===== config.mk =====
export PLATFORM = sky130hd
export DESIGN_NAME = demux_1_n_stream_v
export DESIGN_NICKNAME = d
export VERILOG_FILES = /design/src/rtl/demux_1_n_stream_v.sv
export SDC_FILE = /design/constraint.sdc
export NUM_CORES = 1
export LEC_CHECK = 0
export ABC_AREA = 1
export ABC_CLOCK_PERIOD_IN_PS = 1250
export CORE_MARGIN = 2
export CORE_UTILIZATION = 38
export DETAILED_ROUTE_END_ITERATION = 12
export GPL_ROUTABILITY_DRIVEN = 0
export GPL_TIMING_DRIVEN = 0
export PLACE_DENSITY = 0.78
export SLEW_MARGIN = 25
export SYNTH_ARGS = -nofsm -noshare
export SYNTH_HDL_FRONTEND = slang
export SYNTH_SLANG_ARGS = --single-unit

===== constraint.sdc =====
create_clock -name i_clk -period 1.25 [get_ports i_clk]
set_input_delay 0.125 -clock i_clk [delete_from_list [all_inputs] [get_ports i_clk]]
set_output_delay 0.125 -clock i_clk [all_outputs]
set_load 0.01 [all_outputs]

===== src/rtl/demux_1_n_stream_v.sv =====
// 1-to-N stream demultiplexer with a single holding register.
// Unicast, broadcast and out-of-range drop with a saturating drop counter.
module demux_1_n_stream_v #(
    parameter int N = 8,
    parameter int DW = 8,
    localparam int SW = $clog2(N)
) (
    input  logic          i_clk,
    input  logic          i_rst_n,
    input  logic          i_valid,
    output logic          o_ready,
    input  logic [DW-1:0] i_data,
    input  logic [SW-1:0] i_sel_code,
    input  logic          i_bcast,
    output logic [N-1:0]  o_valid,
    input  logic [N-1:0]  i_ready,
    output logic [DW-1:0] o_data,
    output logic          o_err,
    output logic [7:0]    o_drop_cnt
);

    localparam logic [SW:0] N_L = (SW+1)'(N);

    logic [N-1:0]  mask_q, mask_d;
    logic [DW-1:0] data_q, data_d;
    logic          err_q, err_d;
    logic [7:0]    drop_q, drop_d;

    logic          accept;
    logic          in_range;
    logic [N-1:0]  onehot;

    always_ff @(posedge i_clk or negedge i_rst_n) begin
        if (!i_rst_n) begin
            mask_q <= '0;
            data_q <= '0;
            err_q  <= 1'b0;
            drop_q <= 8'd0;
        end else begin
            mask_q <= mask_d;
            data_q <= data_d;
            err_q  <= err_d;
            drop_q <= drop_d;
        end
    end

    always_comb begin
        onehot = '0;
        for (int k = 0; k < N; k++) begin
            onehot[k] = (i_sel_code == SW'(k));
        end
    end

    // Ready when no pending channel would still be waiting after this edge.
    assign o_ready  = ~|(mask_q & ~i_ready);
    assign accept   = i_valid & o_ready;
    assign in_range = ({1'b0, i_sel_code} < N_L);

    always_comb begin
        mask_d = mask_q & ~i_ready;
        data_d = data_q;
        err_d  = 1'b0;
        drop_d = drop_q;
        if (accept) begin
            if (i_bcast) begin
                mask_d = '1;
                data_d = i_data;
            end else if (in_range) begin
                mask_d = onehot;
                data_d = i_data;
            end else begin
                mask_d = '0;
                err_d  = 1'b1;
                if (drop_q != 8'hFF) begin
                    drop_d = drop_q + 8'd1;
                end
            end
        end
    end

    assign o_valid    = mask_q;
    assign o_data     = data_q;
    assign o_err      = err_q;
    assign o_drop_cnt = drop_q;

endmodule


==> summary.md <==
| Metric | Value |
|---|---|
| Dpl cells | 185 |
| Setup violators final | 11 |
| # IOs | 49 |
| F_max | 0.759 GHz |
| CP Capture Type | output port |
| Final nets | 191 |
| TritonCTS clock tree | built |
| DR pass1 iterations | 4 |
| I/O Buffers | 38 |
| Seq/Total Area, Yosys | 44.1% |
| Most common cell after layout, fill and taps aside | nand2_1 |
| Min-delay worst type | primary input to asynchronous set/reset pin |
| Gr usage total | 16.6% |
| Commonest non-fill, non-tap cells in the layout | 25 x nand2_1, 21 x clkdlybuf4s50_1 |
| VDD IR-drop max | 1.18 mV |
| Number of DRC markers in iteration 0 | 16 |
| DR WL/cell | 12.1 µm |
| Failing checks | negative setup slack |
| Area grow syn2layout | 60.3% |
| ANT cells | 0 |
| Grt ovf | 0 |
| Critical path data required time | 1.12 ns |
| Rows | 17 |
| Critical path type | flip-flop to output port |
| Avg Inst Size Synth | 8.18 µm² |
| RSZ-0062 raised after global routing | yes |
| Slew Limit Fails | 0 |
| Least-Margin Pin Slew | 0.693 ns |
| Core ar. | 2230 µm² |
| Die W | 52.9 µm |
| Slew HR | 53.6% |
| Detailed placement HPWL | 1.66 mm |
| Max Buffers Root-to-Sink | 2 |
| First-pass GRT wire length | 3.41 mm |
| Pwr dens | 2020 nW/µm² |
| Cell Area, Placed | 1350 µm² |
| Avg Vias per Cell | 4.66 |
| Non-Filler Instances | 195 |
| Mapped Cells | 111 |
| Cts bufs inserted | 3 |
| Crit-path max FO | 2 |
| Final Skew | 0.00959 ns |
| Initial core utilization | 40.7% |
| Fin crit period | 1.32 ns |
| Leak | 0.000812 µW |
| CP arrival | 1.19 ns |
| Util after Layout | 65.2% |
| Unique masters post-synth | 14 |
| WL final | 2.36 mm |
| # clock sinks | 16 |
| Die Y | 52.9 µm |
| Clock Tree Root | clkbuf_4 |
| Post-route design area | 1460 µm² |
| Largest net degree at the start of global routing | 17 |
| Vias in the first global route | 828 |
| Ys Warns | 0 |
| Hold buffer count at cts | 0 |
| Residual DRC | 0 |
| Maxcap violations | 0 |
| Via count | 909 |
| Crit path setup slack, layout | -0.0684 ns |
| Status | finished with violations |
| Clock transition at path regs | 0.10 ns |
| Worst-skew pair later-pin latency | 0.28 ns |
| Crit path launch type | flip-flop |
| Antenna Nets Post-Route | 0 |
| Initial antenna violation count | 0 |
| Post-Place Worst Slack | -0.604 ns |
| Synth Register Bits | 16 |
| Synthesized area | 908 µm² |
| Layout cells sized above 1 | 25.7% |
| H-tree depth | 1 |
| Die area | 2800 µm² |
| Fin. Hold Viols | 0 |
| Final period util | 105% |
per-stage QoR:
step / setup TNS [ns] / hold slack, ns / total power (µW)
after floorplan: 0 / -0.171 / 1700
after detailed placement: -3.44 / 0.459 / 2430
after CTS: -0.0666 / 0.266 / 2720
final: -0.309 / 0.248 / 2940
after global routing: -1.67 / 0.311 / 3130
after global placement: -2.82 / 0.455 / 2370
synthesized netlist by cell type:
cell type / instances / share of area (%)
nor2_4: 2 / 2.5
buf_4: 9 / 7.4
nand3_4: 1 / 1.9
buf_6: 3 / 3.7
nand2_1: 36 / 15
dfrtp_1: 16 / 44
clkbuf_1: 1 / 0.41
o21ai_0: 6 / 3.3
conb_1: 1 / 0.41
nand2_2: 5 / 3.4
nand3_1: 2 / 1.1
nand4_1: 16 / 11
and2_2: 1 / 0.83
inv_1: 12 / 5.0
metal layers:
layer | global-route usage (%) | vias up | wire [µm] | part of all wire [%]
li1 | - | 455 | - | -
met3 | 1.98 | 4 | 109 | 4.6
met2 | 28.3 | 32 | 1280 | 54
met1 | 20.3 | 418 | 933 | 40
met5 | 0 | - | 0 | 0
met4 | 8.97 | 0 | 34 | 1.4
path summary, 6_finish.rpt:
kind	from	end	slack [ns]	cells past startpoint
worst max register to register	o_valid[4]	o_data[4]	-0.04	8
worst min register to register	o_data[5]	o_data[5]	0.48	2
worst max-delay path	o_valid[6]	o_ready	-0.07	5
worst min-delay path	i_rst_n	o_data[5]	0.25	1
max in group asynchronous	i_rst_n	o_valid[6]	0.55	1
min in group i_clk	i_valid	o_data[0]	0.27	3
critical path, cell delays in order (launching register included):
cell     delay, ns
dfrtp_1       0.39
nand2_1       0.09
nand2_2       0.07
nor2_4        0.13
and2_4        0.15
buf_6         0.09
final cells by class:
cell class | instances | area, µm²
inverters | 12 | 45.0
flip-flops and latches | 16 | 400
clock buffers | 4 | 36.3
plain buffers | 13 | 105
repair buffers | 44 | 418
multi-input cells | 78 | 417
fillers | 200 | 777
well taps | 28 | 35.0
state kept, by name (all words and copies together), names as in the netlist:
register and flops:
o_valid 8, o_data 8
kinds of logic after synthesis:
logic type,Yosys count,share of synthesized area [%]
AOI/OAI and AO/OA,6,3.31
DFF,16,44.1
buffers and inverters,25,16.5
other,1,0.413
and+or+nand+nor,63,35.7
power breakdown:
part           leakage, µW  switching (µW)  internal (µW)  total, µW
sequential        0.000204             136            746        881
combinational     0.000587             858            855       1710
clock            0.0000210             164            177        341
total             0.000812            1160           1780       2940
timing repair:
item / 4_1_cts / 5_1_grt
resized for setup: 27 / 10
pin swaps: 6 / 12
hold endpoints to repair: 0 / 0
setup buffers: 2 / 3
setup endpoints to repair: 17 / 17
gates cloned: 0 / 1
Power figures use the tool's default switching activity.
